$ cat config.mk
export PLATFORM = sky130hd
export DESIGN_NAME = seq_add_sub_unit_flat
export DESIGN_NICKNAME = d
export VERILOG_FILES = /design/src/rtl/seq_add_sub_unit_pkg.sv /design/src/rtl/seq_add_sub_unit_if.sv /design/src/rtl/seq_add_sub_unit_chunk.sv /design/src/rtl/seq_add_sub_unit.sv /design/src/flat_wrapper.sv
export SDC_FILE = /design/constraint.sdc
export NUM_CORES = 1
export LEC_CHECK = 0
export ABC_AREA = 1
export CORE_MARGIN = 2
export CORE_UTILIZATION = 50
export CTS_BUF_LIST = sky130_fd_sc_hd__clkbuf_4 sky130_fd_sc_hd__clkbuf_8
export CTS_CLUSTER_DIAMETER = 60
export DETAILED_ROUTE_END_ITERATION = 8
export HOLD_SLACK_MARGIN = 0.1
export PLACE_DENSITY = 0.77
export SYNTH_ARGS = -nofsm -noshare
export SYNTH_HDL_FRONTEND = slang
export SYNTH_HIERARCHICAL = 1
export SYNTH_SLANG_ARGS = --single-unit
$ cat constraint.sdc
create_clock -name clk -period 5.6 [get_ports clk]
set_clock_uncertainty 0.05 [all_clocks]
set_input_delay 1.12 -clock clk [delete_from_list [all_inputs] [get_ports clk]]
set_output_delay 1.12 -clock clk [all_outputs]
set_load 0.02 [all_outputs]
$ cat src/rtl/seq_add_sub_unit_pkg.sv
// Shared types for the sequential add/sub unit.
// FSM state encoding and word-mode width.
package add_sub_pkg;

  typedef enum logic [1:0] {
    IDLE,
    RUN,
    DONE
  } state_t;

  localparam int WORD_W = 32;

  // Number of chunks needed to cover a given operand width.
  function automatic int chunks_for(
    input int width,
    input int chunk
  );
    return width / chunk;
  endfunction

endpackage

$ cat src/rtl/seq_add_sub_unit_if.sv
// Valid/ready operand and result bundle of the
// sequential add/sub unit.
interface seq_add_sub_unit_if #(
  parameter int N = 64
);

  logic         in_valid;
  logic         in_ready;
  logic [N-1:0] A;
  logic [N-1:0] B;
  logic         sub;
  logic         word;
  logic         out_valid;
  logic         out_ready;
  logic [N-1:0] S;
  logic         cout;
  logic         ovf;
  logic         zero;

  modport master (
    output in_valid,
    output A,
    output B,
    output sub,
    output word,
    output out_ready,
    input  in_ready,
    input  out_valid,
    input  S,
    input  cout,
    input  ovf,
    input  zero
  );

  modport slave (
    input  in_valid,
    input  A,
    input  B,
    input  sub,
    input  word,
    input  out_ready,
    output in_ready,
    output out_valid,
    output S,
    output cout,
    output ovf,
    output zero
  );

endinterface

$ cat src/rtl/seq_add_sub_unit_chunk.sv
// One W-bit slice of the adder: optional B inversion,
// carry-in, carry-out and carry into the MSB.
module chunk_add_sub #(
  parameter int W = 16
) (
  input  logic [W-1:0] a,
  input  logic [W-1:0] b,
  input  logic         sub,
  input  logic         cin,
  output logic [W-1:0] sum,
  output logic         cout,
  output logic         c_msb
);

  logic [W-1:0] bx;
  logic [W:0]   t;

  // Slice sum; carry into the MSB recovered from the sum bit.
  always_comb begin
    bx    = sub ? ~b : b;
    t     = {1'b0, a} + {1'b0, bx} + {{W{1'b0}}, cin};
    sum   = t[W-1:0];
    cout  = t[W];
    c_msb = a[W-1] ^ bx[W-1] ^ t[W-1];
  end

endmodule

$ cat src/rtl/seq_add_sub_unit.sv
// Multi-cycle N-bit add/sub, CHUNK bits per cycle,
// with ADDW/SUBW word mode and carry/ovf/zero flags.
module seq_add_sub_unit #(
  parameter int N     = 64,
  parameter int CHUNK = 16
) (
  input logic              clk,
  input logic              rst_n,
  seq_add_sub_unit_if.slave bus
);

  import add_sub_pkg::*;

  localparam int NCH = chunks_for(N, CHUNK);
  localparam int NCW = chunks_for(WORD_W, CHUNK);
  localparam int KW  = (NCH > 1) ? $clog2(NCH) : 1;

  localparam logic [KW-1:0] K_FULL = KW'(NCH - 1);
  localparam logic [KW-1:0] K_WORD = KW'(NCW - 1);

  state_t state_q;
  state_t state_d;

  logic [N-1:0]     a_q;
  logic [N-1:0]     b_q;
  logic [N-1:0]     s_q;
  logic             sub_q;
  logic             word_q;
  logic             c_q;
  logic             cout_q;
  logic             ovf_q;
  logic             zero_q;
  logic [KW-1:0]    k_q;

  logic [31:0]      sh;
  logic [CHUNK-1:0] a_ch;
  logic [CHUNK-1:0] b_ch;
  logic [CHUNK-1:0] sum_ch;
  logic             co_ch;
  logic             cm_ch;
  logic             k_last;
  logic             accept;
  logic [N-1:0]     s_ins;
  logic [N-1:0]     s_fin;

  assign accept = (state_q == IDLE) && bus.in_valid;
  assign sh     = 32'(k_q) * 32'(CHUNK);
  assign a_ch   = CHUNK'(a_q >> sh);
  assign b_ch   = CHUNK'(b_q >> sh);
  assign k_last = (k_q == (word_q ? K_WORD : K_FULL));

  chunk_add_sub #(
    .W(CHUNK)
  ) u_chunk (
    .a    (a_ch),
    .b    (b_ch),
    .sub  (sub_q),
    .cin  (c_q),
    .sum  (sum_ch),
    .cout (co_ch),
    .c_msb(cm_ch)
  );

  // Insert the fresh chunk; sign-extend on the last word chunk.
  always_comb begin
    s_ins = (s_q & ~(N'({CHUNK{1'b1}}) << sh))
          | (N'(sum_ch) << sh);
    s_fin = s_ins;
    if (word_q) begin
      s_fin[N-1:WORD_W] = {(N-WORD_W){s_ins[WORD_W-1]}};
    end
  end

  // Next-state decode.
  always_comb begin
    state_d = state_q;
    case (state_q)
      IDLE: if (bus.in_valid) state_d = RUN;
      RUN:  if (k_last) state_d = DONE;
      DONE: if (bus.out_ready) state_d = IDLE;
      default: state_d = IDLE;
    endcase
  end

  // State register.
  always_ff @(posedge clk) begin
    if (!rst_n) state_q <= IDLE;
    else        state_q <= state_d;
  end

  // Operand latch, chunk walk and result/flag registers.
  always_ff @(posedge clk) begin
    if (!rst_n) begin
      a_q    <= '0;
      b_q    <= '0;
      s_q    <= '0;
      sub_q  <= 1'b0;
      word_q <= 1'b0;
      c_q    <= 1'b0;
      cout_q <= 1'b0;
      ovf_q  <= 1'b0;
      zero_q <= 1'b0;
      k_q    <= '0;
    end else begin
      case (state_q)
        IDLE: begin
          if (accept) begin
            a_q    <= bus.A;
            b_q    <= bus.B;
            sub_q  <= bus.sub;
            word_q <= bus.word;
            c_q    <= bus.sub;
            k_q    <= '0;
          end
        end
        RUN: begin
          s_q <= k_last ? s_fin : s_ins;
          c_q <= co_ch;
          k_q <= k_q + KW'(1);
          if (k_last) begin
            cout_q <= co_ch;
            ovf_q  <= co_ch ^ cm_ch;
            zero_q <= (s_fin == '0);
          end
        end
        default: ;
      endcase
    end
  end

  assign bus.in_ready  = (state_q == IDLE);
  assign bus.out_valid = (state_q == DONE);
  assign bus.S         = s_q;
  assign bus.cout      = cout_q;
  assign bus.ovf       = ovf_q;
  assign bus.zero      = zero_q;

endmodule

$ cat src/flat_wrapper.sv
// flat-port wrapper written by rule: the top's interface ports become plain ports
module seq_add_sub_unit_flat import add_sub_pkg::*;
#(
  parameter int N     = 64,
  parameter int CHUNK = 16
)
  (clk, rst_n, bus_in_valid, bus_A, bus_B, bus_sub, bus_word, bus_out_ready, bus_in_ready, bus_out_valid, bus_S, bus_cout, bus_ovf, bus_zero);
  seq_add_sub_unit_if #(.N(N)) bus_i ();
  input logic clk;
  input logic rst_n;
  input wire logic [$bits(bus_i.in_valid)-1:0] bus_in_valid;
  input wire logic [$bits(bus_i.A)-1:0] bus_A;
  input wire logic [$bits(bus_i.B)-1:0] bus_B;
  input wire logic [$bits(bus_i.sub)-1:0] bus_sub;
  input wire logic [$bits(bus_i.word)-1:0] bus_word;
  input wire logic [$bits(bus_i.out_ready)-1:0] bus_out_ready;
  output wire logic [$bits(bus_i.in_ready)-1:0] bus_in_ready;
  output wire logic [$bits(bus_i.out_valid)-1:0] bus_out_valid;
  output wire logic [$bits(bus_i.S)-1:0] bus_S;
  output wire logic [$bits(bus_i.cout)-1:0] bus_cout;
  output wire logic [$bits(bus_i.ovf)-1:0] bus_ovf;
  output wire logic [$bits(bus_i.zero)-1:0] bus_zero;
  assign bus_i.in_valid = bus_in_valid;
  assign bus_i.A = bus_A;
  assign bus_i.B = bus_B;
  assign bus_i.sub = bus_sub;
  assign bus_i.word = bus_word;
  assign bus_i.out_ready = bus_out_ready;
  assign bus_in_ready = bus_i.in_ready;
  assign bus_out_valid = bus_i.out_valid;
  assign bus_S = bus_i.S;
  assign bus_cout = bus_i.cout;
  assign bus_ovf = bus_i.ovf;
  assign bus_zero = bus_i.zero;
  seq_add_sub_unit #(.N(N), .CHUNK(CHUNK)) u_core (.clk(clk), .rst_n(rst_n), .bus(bus_i));
endmodule
==> results of run 1 <==
per-stage QoR:
step	hold slack, ns	setup slack, ns	util	instance area [um2]	std cells
floorplan	0.392	2.14	-	10700	1660
global placement	0.407	0.986	0.603	12600	2037
detailed placement	0.407	0.922	0.603	12600	2037
CTS	0.417	0.907	0.637	13400	2098
global route	0.453	0.526	0.637	13400	2098
finish	0.414	0.856	0.637	13400	2098
worst min-delay path: cells and delay by family, from the launching register on:
family | cells | cell delay [ns]
compound gates | 1 | 0.05
flops | 1 | 0.31
simple gates | 1 | 0.06
cells by family after synthesis:
group                    share of synthesized area
adder cells (fa/ha/maj)                     0.0261
buffers and inverters                       0.0883
XOR/XNOR                                    0.0197
flip-flops                                   0.379
AND/OR/NAND/NOR                              0.303
AO/OA/AOI/OAI                                0.184
final timing paths:
kind,cells after the start,to,slack (ns)
max,22,u_core/bus.zero,0.86
min,2,u_core/bus.cout,0.41
max reg2reg,22,u_core/bus.zero,0.86
min reg2reg,2,u_core/bus.cout,0.41
report_power, final:
group	internal, mW	switching (mW)	total, mW
Combinational	0.490	0.874	1.36
Clock	0.760	0.614	1.37
Sequential	1.55	0.0872	1.64
state kept, by name (all words and copies together), names as in the netlist:
signal           cells
u_core/a_q          64
u_core/b_q          64
u_core/bus.S        64
u_core/bus.cout      1
u_core/bus.ovf       1
u_core/bus.zero      1
u_core/c_q           1
u_core/k_q           2
u_core/state_q       2
u_core/sub_q         1
u_core/word_q        1
layer usage:
metal	wire, um	vias up
li1	-	5621
met1	13700	4977
met2	15100	493
met3	2370	107
met4	1730	0
met5	0	-
area by class of cell:
cell class                 instances  share of cell area
multi-input combinational       1227               0.426
sequential                       202               0.303
timing repair buffer             214               0.158
clock buffer                      53              0.0495
inverter                         119              0.0335
tap                              275              0.0258
clock inverter                     8             0.00412
placed cells by master, fill, tap and decap left out, drive strengths merged, types with 23 or more instances in the layout:
cell type and instances:
nand2 376, nand3 51, o21ai 230, a21oi 26, nor2 395, o22ai 32
clkdlybuf4s50 201, a31oi 25, dfxtp 202, clkbuf 53, inv 119, o211ai 23
==> metrics.yaml, run 1 <==
run_status: "completed"
dieHeight_um: 150
area_delta_synth_final_pct: 25.3
cts_setup_buffers: 0
finalPower_mw: 4.38
core_area_um2: 21000
yosysWarningCount: 6
post_synth_inst_count: 1660
multi_input_comb_area_um2: 5690
setup_tns_ns: 0
syn_nets: 1815
dp_hpwl_mm: 23.9
cts_tree: "done"
timing.critical_path.slowest_cell_delay_ns: 0.72
detail_route.drc_violations: 0
path_buf_inv: 2
timing.critical_path.to_type: "register"
synth_seq_cells: 202
drive_above_1_share: 0.0560
use_met2: 0.476
layout.area.seq_um2: 4050
dieWidth_um: 150
max_freq_ghz: 0.211
grt.busiest_layer: "met2"
mean_syn_cell_area_um2: 6.42
grtUsageMet1: 0.372
postRouteAntennaNets: 0
post_synth_main_area_contributors: "dfxtp_1 38%, nor2_1 14%, nand2_1 13%, o21ai_0 11%, inv_1 3.8%"
overflow: 0
setup.worst_path.start: "u_core/k_q[1]"
power.density_cell_area_nw_per_um2: 328
filler_cell_count: 1965
cts.reportedPaths.clkPinSlew_ns: 0.06
worst_slew_pin_slew_ns: 1.12
grt.total_usage: 0.291
gr-usage-met3: 0.0424
tritoncts.num_buffers: 36
timing.critical_path.required_ns: 5.93
cts_root_buffer: "clkbuf_8"
place.gp.congestion: 0.918
number_of_antenna_violations_at_the_first_check_in_global_routing: 0
global_route_wire_length_before_repair_mm: 51.7
num_antenna_cells: 0
cts_resized: 0
critical-path-top-cell-by-count: "nor2_1"
synthesis.area_um2: 10700
netlist.area_leader.share: 0.379
worstPathArrival_ns: 5.08
worstHoldPathType: "reg -> reg"
critical_path_class: "reg -> reg"
layout_worst_path_cycle_share: 0.847
timing.critical_path.slowest_stage_cell: "dfxtp_2"
clkLatencyLatePin_ns: 0.53
routed-via-count: 11198
period_needed_ns: 4.74
synth_cell_type_count: 33
routed_wl_mm: 32.9
timing.final.max_slew_violations: 0
timing.final.setup_violations: 0
placement_rows: 53
worst_path_cell_trace: "inv_2 -> o21ai_0 -> o22ai_1 -> xnor2_1 -> fa_1 -> fa_1 -> inv_1 -> nand3_1 -> nand3_1 -> a21oi_1 -> xnor2_1 -> nand2_1 -> o21ai_0 -> nor2_1 -> nand2_1 -> nor2_1 -> nand2_1 -> nor2_1 -> nand2_1 -> nor2_1 -> nor2_1 -> nor2_1"
critPathMaxFanout: 42
critPathTopFamily: "simple AND/OR/NAND/NOR gates"
cap_viol_max_count: 0
crit_path_start_kind: "register"
starting_utilization_of_the_core_area: 0.509
clock_path_buffers: 3
ir_worst_vdd_v: 0.000189
wire_per_inst_um: 15.7
drt_pre_antenna_iters: 5
number_of_global_route_vias_before_repair: 10210
cts_sinks: 202
final_net_count: 1955
final-hold-violation-count: 0
synth_top_cells_by_count: "394 x nor2_1, 367 x nand2_1, 226 x o21ai_0"
largest_net_degree_at_the_start_of_global_routing: 125
drt-initial-drc-count: 983
grt_setup_unrepaired: "no"
cts-hold-fix-buffers: 0
power.static_leakage_nw: 5.99
synth_top_cell_by_area: "dfxtp_1"
numPortBuffers: 202
max_slew_headroom: 0.254
synth-main-ff-cell: "dfxtp_1"
proportion_of_synthesized_chip_area_in_sequential_cells: 0.379
number_of_flops_mapped_to_enable_cells_by_yosys: 0
drt-vias-per-instance: 5.34
synth.most_common_cell: "nor2_1"
asyncSetResetFlopFracSynth: 0
cts.htree.levels: 2
hold_path_startpoint: "u_core/bus.cout"
top_level_ports: 203
reg2reg_from: "u_core/k_q[1]"
die_area_um2: 22500
No activity file was read; power rests on OpenSTA's default activity.
==> run 2: changes to the inputs <==
- clock period: 5.6 -> 4.4 ns (I/O delays scaled with it)
==> metrics.yaml, run 2 (synthesis gave the netlist of run 1 again) <==
dp_hpwl_mm: 24.4  # was 23.9 mm
postRouteAntennaNets: 0  # unchanged
detail_route.drc_violations: 0  # unchanged
number_of_antenna_violations_at_the_first_check_in_global_routing: 0  # unchanged
critical-path-top-cell-by-count: "nor2_1"  # unchanged
routed_wl_mm: 33.9  # was 32.9 mm
timing.final.setup_violations: 0  # unchanged
wire_per_inst_um: 16.1  # was 15.7 um
clockPowerShare: 0.334  # was 0.314
overflow: 0  # unchanged
final.hold.worst_slack_ns: 0.419  # was 0.414 ns
starting_utilization_of_the_core_area: 0.509  # unchanged
crit_path_start_kind: "register"  # unchanged
place.gp.congestion: 0.931  # was 0.918
drive_above_1_share: 0.0627  # was 0.0560
largest_net_degree_at_the_start_of_global_routing: 84  # was 125
cts_setup_buffers: 0  # unchanged
placement_rows: 53  # unchanged
switching_share: 0.347  # was 0.360
num_antenna_cells: 0  # unchanged
drt-vias-per-instance: 5.39  # was 5.34
cts_sinks: 202  # unchanged
layout.cells.most_common: "nor2_1"  # unchanged
timing.final.max_slew_violations: 0  # unchanged
power.density_cell_area_nw_per_um2: 428  # was 328 nW/um2
tritoncts.num_buffers: 36  # unchanged
routed-via-count: 11366  # was 11198
global_route_wire_length_before_repair_mm: 52.4  # was 51.7 mm
top_level_ports: 203  # unchanged
drt-initial-drc-count: 950  # was 983
cts_tree: "done"  # unchanged
layout_worst_path_cycle_share: 0.939  # was 0.847
grt.total_usage: 0.295  # was 0.291
max_freq_ghz: 0.242  # was 0.211 GHz
critPathMaxFanout: 65  # was 42
number_of_global_route_vias_before_repair: 10215  # was 10210
core_area_um2: 21000  # unchanged
setup_tns_ns: 0  # unchanged
critical_path_class: "reg -> reg"  # unchanged
cts.htree.levels: 2  # unchanged
worst_path_cell_trace: "clkbuf_8 -> o21ai_0 -> o22ai_1 -> xnor2_1 -> fa_1 -> fa_1 -> inv_1 -> nand3_1 -> nand3_1 -> nand3_1 -> nand4_1 -> nand2_1 -> nand3_1 -> o21ai_0 -> nor2_1 -> nand2_1 -> nor2_1 -> nand2_1 -> nor2_1 -> nand2_1 -> nor2_1 -> nor2_1 -> nor2_1"  # was inv_2 -> o21ai_0 -> o22ai_1 -> xnor2_1 -> fa_1 -> fa_1 -> inv_1 -> nand3_1 -> nand3_1 -> a21oi_1 -> xnor2_1 -> nand2_1 -> o21ai_0 -> nor2_1 -> nand2_1 -> nor2_1 -> nand2_1 -> nor2_1 -> nand2_1 -> nor2_1 -> nor2_1 -> nor2_1
max_slew_headroom: 0.249  # was 0.254
finalNonFillerCells: 2110  # was 2098
dpl.cell_count: 2046  # was 2037
timing.critical_path.slowest_cell_delay_ns: 0.48  # was 0.72 ns
timing.critical_path.required_ns: 4.82  # was 5.93 ns
power_report.internal_total_mw: 3.79  # was 2.80 mW
period_needed_ns: 4.13  # was 4.74 ns
cts_root_buffer: "clkbuf_8"  # unchanged
worstPathArrival_ns: 4.56  # was 5.08 ns
netSwitchingPower_mw: 2.02  # was 1.57 mW
area_delta_synth_final_pct: 27.4  # was 25.3%
numPortBuffers: 202  # unchanged
clock_path_buffers: 3  # unchanged
power.combinational.fraction: 0.309  # was 0.311
final-hold-violation-count: 0  # unchanged
ir_worst_vdd_v: 0.000233  # was 0.000189 V
power.static_leakage_nw: 6.11  # was 5.99 nW
clkLatencyLatePin_ns: 0.54  # was 0.53 ns
grt_setup_unrepaired: "no"  # unchanged
drt_pre_antenna_iters: 5  # unchanged
die_area_um2: 22500  # unchanged
worst_slew_pin_slew_ns: 1.12  # about the same
worstHoldPathType: "reg -> reg"  # unchanged
final_net_count: 1964  # was 1955
cts.reportedPaths.clkPinSlew_ns: 0.06  # about the same
most_used_cells_in_the_layout_excluding_fill_and_tap_cells: "394 x nor2_1, 365 x nand2_1, 226 x o21ai_0, 201 x clkdlybuf4s50_1, 200 x dfxtp_1"  # unchanged
dieWidth_um: 150  # unchanged
cap_viol_max_count: 0  # unchanged
timing.critical_path.to_type: "register"  # unchanged
run_status: "completed"  # unchanged
sequentialPowerShare: 0.358  # was 0.375
cts-hold-fix-buffers: 0  # unchanged
timing.critical_path.slowest_stage_cell: "fa_1"  # was dfxtp_2
dieHeight_um: 150  # unchanged
-- run 2: changes by cell type in the layout (fill, tap and decap cells not counted), sizes merged --
cell | previous run | this run
inv | 119 | 118
clkbuf | 53 | 61
clkinvlp | 2 | 0
buf | 13 | 21
clkinv | 6 | 4
bufinv | 0 | 1
-- run 2: per-stage QoR --
step	power (mW)	setup slack (ns)	instance area, um2	utilization
2_1_floorplan	3.23	0.944	10700	-
3_3_place_gp	3.84	0.246	12700	0.608
3_5_place_dp	3.86	0.176	12700	0.608
4_1_cts	5.80	0.136	13600	0.647
5_1_grt	6.10	0.00595	13600	0.648
6_report	5.81	0.268	13600	0.648
-- run 2: routing by layer --
| metal | routed length, um | vias to the layer above | share of wire | track usage |
|---|---|---|---|---|
| met3 | 2340 | 95 | 0.069 | 0.0479 |
| li1 | - | 5643 | - | - |
| met1 | 14200 | 5135 | 0.42 | 0.376 |
| met5 | 0 | - | 0 | 0 |
| met4 | 1460 | 0 | 0.043 | 0.126 |
| met2 | 15900 | 493 | 0.47 | 0.493 |
-- run 2: area by class of cell --
type	count	area, um2
clock inverters	4	52.6
inverters	119	453
fillers	1938	7380
well taps	275	344
repair buffers	223	2210
flip-flops and latches	202	4050
clock buffers	60	769
multi-input cells	1227	5700
-- run 2: worst max-delay path: cells and delay by family, from the launching register on --
kind / cells / cell delay, ns
buffers and inverters: 2 / 0.46
adders and majority gates: 2 / 0.91
AOI/OAI and AO/OA: 3 / 0.49
and+or+nand+nor: 15 / 1.65
DFF: 1 / 0.36
xor gates and xnor gates: 1 / 0.11
-- run 2: power by group through the flow --
stage | clock network (mW) | logic (mW) | registers [mW]
floorplan | 0 | 1.11 | 2.12
global placement | 0 | 1.73 | 2.11
detailed placement | 0 | 1.75 | 2.11
CTS | 1.96 | 1.76 | 2.08
global route | 2.04 | 1.97 | 2.09
finish | 1.94 | 1.79 | 2.08
-- run 2: final timing paths --
check,start,endpoint,slack (ns),depth (start not counted)
worst max register to register,u_core/k_q[0],u_core/bus.zero,0.27,23
worst min-delay path,u_core/bus.cout,u_core/bus.cout,0.42,2
worst min register to register,u_core/bus.cout,u_core/bus.cout,0.42,2
worst max-delay path,u_core/k_q[0],u_core/bus.zero,0.27,23
-- run 2: timing repair --
item                                    CTS  global route
endpoints found under the hold margin     0             0
endpoints found under the setup margin    0             3
gates resized for setup                   0             7
==> run 3: changes to the inputs <==
- ABC_CLOCK_PERIOD_IN_PS: unset -> 4400
- CORE_UTILIZATION: 50 -> 45
- PLACE_DENSITY: 0.77 -> 0.71
==> metrics.yaml, run 3 (synthesis gave the netlist of run 1 again) <==
largest_net_degree_at_the_start_of_global_routing: 110  # was 84
setup_tns_ns: 0  # unchanged
number_of_global_route_vias_before_repair: 10275  # was 10215
timing.critical_path.required_ns: 4.72  # was 4.82 ns
starting_utilization_of_the_core_area: 0.457  # was 0.509
finalPower_mw: 5.82  # was 5.81 mW
postRouteAntennaNets: 0  # unchanged
drt-initial-drc-count: 895  # was 950
placement_rows: 56  # was 53
number_of_antenna_violations_at_the_first_check_in_global_routing: 0  # unchanged
cts_sinks: 202  # unchanged
dieHeight_um: 158  # was 150 um
ir_worst_vdd_v: 0.000218  # was 0.000233 V
power.static_leakage_nw: 6.10  # was 6.11 nW
critPathMaxFanout: 87  # was 65
max_slew_headroom: 0.350  # was 0.249
tritoncts.num_buffers: 36  # unchanged
clockPowerShare: 0.336  # was 0.334
final-hold-violation-count: 0  # unchanged
run_status: "completed"  # unchanged
netSwitchingPower_mw: 2.03  # was 2.02 mW
cts.htree.levels: 2  # unchanged
grt_setup_unrepaired: "no"  # unchanged
place.gp.congestion: 0.925  # was 0.931
cts_setup_buffers: 0  # unchanged
worst_r2r_path_depth: 24  # was 23
timing.critical_path.slowest_cell_delay_ns: 0.43  # was 0.48 ns
cts_root_buffer: "clkbuf_8"  # unchanged
global_route_wire_length_before_repair_mm: 53.5  # was 52.4 mm
timing.final.setup_violations: 0  # unchanged
drive_above_1_share: 0.0611  # was 0.0627
layout.cells.most_common: "nor2_1"  # unchanged
overflow: 0  # unchanged
sequentialPowerShare: 0.356  # was 0.358
top_level_ports: 203  # unchanged
routed_wl_mm: 34.4  # was 33.9 mm
max_freq_ghz: 0.247  # was 0.242 GHz
dp_hpwl_mm: 24.6  # was 24.4 mm
die_area_um2: 24900  # was 22500 um2
period_needed_ns: 4.05  # was 4.13 ns
cts.reportedPaths.clkPinSlew_ns: 0.06  # about the same
grt.total_usage: 0.272  # was 0.295
timing.critical_path.to_type: "register"  # unchanged
most_used_cells_in_the_layout_excluding_fill_and_tap_cells: "394 x nor2_1, 366 x nand2_1, 225 x o21ai_0, 201 x clkdlybuf4s50_1, 200 x dfxtp_1"  # was 394 x nor2_1, 365 x nand2_1, 226 x o21ai_0, 201 x clkdlybuf4s50_1, 200 x dfxtp_1
detail_route.drc_violations: 0  # unchanged
wire_per_inst_um: 16.0  # was 16.1 um
worst_path_cell_trace: "buf_12 -> o21ai_0 -> o22ai_1 -> xnor2_1 -> fa_1 -> fa_1 -> inv_1 -> nand4_1 -> nand2_1 -> nand2_1 -> nand2_1 -> nand2_1 -> nand2_1 -> nand2_1 -> o21ai_0 -> nand2_1 -> nand2_1 -> nor2_1 -> nand2_1 -> nor2_1 -> nand2_1 -> nor2_1 -> nor2_1 -> nor2_1"  # was clkbuf_8 -> o21ai_0 -> o22ai_1 -> xnor2_1 -> fa_1 -> fa_1 -> inv_1 -> nand3_1 -> nand3_1 -> nand3_1 -> nand4_1 -> nand2_1 -> nand3_1 -> o21ai_0 -> nor2_1 -> nand2_1 -> nor2_1 -> nand2_1 -> nor2_1 -> nand2_1 -> nor2_1 -> nor2_1 -> nor2_1
power.density_cell_area_nw_per_um2: 428  # about the same
drt_pre_antenna_iters: 5  # unchanged
power_report.internal_total_mw: 3.79  # about the same
power.combinational.fraction: 0.308  # was 0.309
drt-vias-per-instance: 5.21  # was 5.39
min_path_cells: 2  # unchanged
rrSetupSlack_ns: 0.35  # was 0.27 ns
final_net_count: 1963  # was 1964
clkLatencyLatePin_ns: 0.53  # was 0.54 ns
switching_share: 0.348  # was 0.347
filler_cell_count: 2250  # was 1938
worstHoldPathType: "reg -> reg"  # unchanged
num_antenna_cells: 0  # unchanged
crit_path_start_kind: "register"  # unchanged
cap_viol_max_count: 0  # unchanged
routed-via-count: 11227  # was 11366
clock_path_buffers: 3  # unchanged
critical_path_class: "reg -> reg"  # unchanged
timing.final.max_slew_violations: 0  # unchanged
core_area_um2: 23300  # was 21000 um2
cts_tree: "done"  # unchanged
area_delta_synth_final_pct: 27.7  # was 27.4%
layout_worst_path_cycle_share: 0.920  # was 0.939
dieWidth_um: 158  # was 150 um
worst_slew_pin_slew_ns: 0.975  # was 1.12 ns
numPortBuffers: 202  # unchanged
worstPathArrival_ns: 4.37  # was 4.56 ns
timing.critical_path.slowest_stage_cell: "fa_1"  # unchanged
critical-path-top-cell-by-count: "nand2_1"  # was nor2_1
==> run 3: cell count changes in the layout (fill, tap and decap cells not counted), moves of 2 or more <==
cell	previous run	this run
buf_4	19	17
clkbuf_8	52	48
clkinv_2	2	5
inv_2	7	9
inv_4	2	0
==> run 3: what timing repair did <==
action,in CTS,in global routing
hold buffers,0,0
gates resized for setup,0,3
hold endpoints to repair,0,0
endpoints found under the setup margin,0,9
==> run 3: final timing paths <==
path                     endpoint             from
setup / recovery  u_core/bus.zero    u_core/k_q[0]
hold / removal    u_core/bus.cout  u_core/bus.cout
setup reg to reg  u_core/bus.zero    u_core/k_q[0]
hold reg to reg   u_core/bus.cout  u_core/bus.cout
==> run 3: final cells by class <==
type	count	area (um2)	area share
clock buffers	57	728	0.0535
flip-flops and latches	202	4050	0.297
repair buffers	222	2210	0.162
inverters	119	448	0.0329
well taps	319	399	0.0293
clock inverters	7	88.8	0.00653
multi-input cells	1227	5690	0.418
==> run 3: metrics by stage <==
stage | cell area (um2) | utilization | hold WS [ns] | worst slack (ns) | cells
after floorplan | 10700 | - | 0.392 | 0.944 | 1660
after global placement | 12800 | 0.548 | 0.401 | 0.209 | 2089
after detailed placement | 12800 | 0.548 | 0.405 | 0.261 | 2089
after CTS | 13600 | 0.583 | 0.415 | 0.247 | 2153
after global routing | 13600 | 0.583 | 0.437 | 0.0178 | 2153
final | 13600 | 0.583 | 0.413 | 0.353 | 2153
==> run 3: worst max-delay path, delay by kind of cell (launching register included) <==
kind                       cells  cell delay [ns]
and+or+nand+nor               16             1.38
adders and majority gates      2             0.85
AOI/OAI and AO/OA              3             0.65
buffers and inverters          2             0.45
DFF                            1             0.36
xor gates and xnor gates       1             0.13
==> run 3: routing by layer <==
layer	global-route usage	vias to the layer above	wire length, um
met5	0	-	0
met4	0.113	0	1390
met3	0.0493	83	2250
met2	0.453	432	16100
met1	0.346	5066	14700
li1	-	5646	-
==> run 3: power by group through the flow <==
| stage | logic (mW) | registers, mW | clock network (mW) |
|---|---|---|---|
| floorplan | 1.11 | 2.12 | 0 |
| global placement | 1.76 | 2.11 | 0 |
| detailed placement | 1.77 | 2.11 | 0 |
| CTS | 1.78 | 2.07 | 1.98 |
| global route | 1.98 | 2.09 | 2.07 |
| finish | 1.80 | 2.07 | 1.96 |
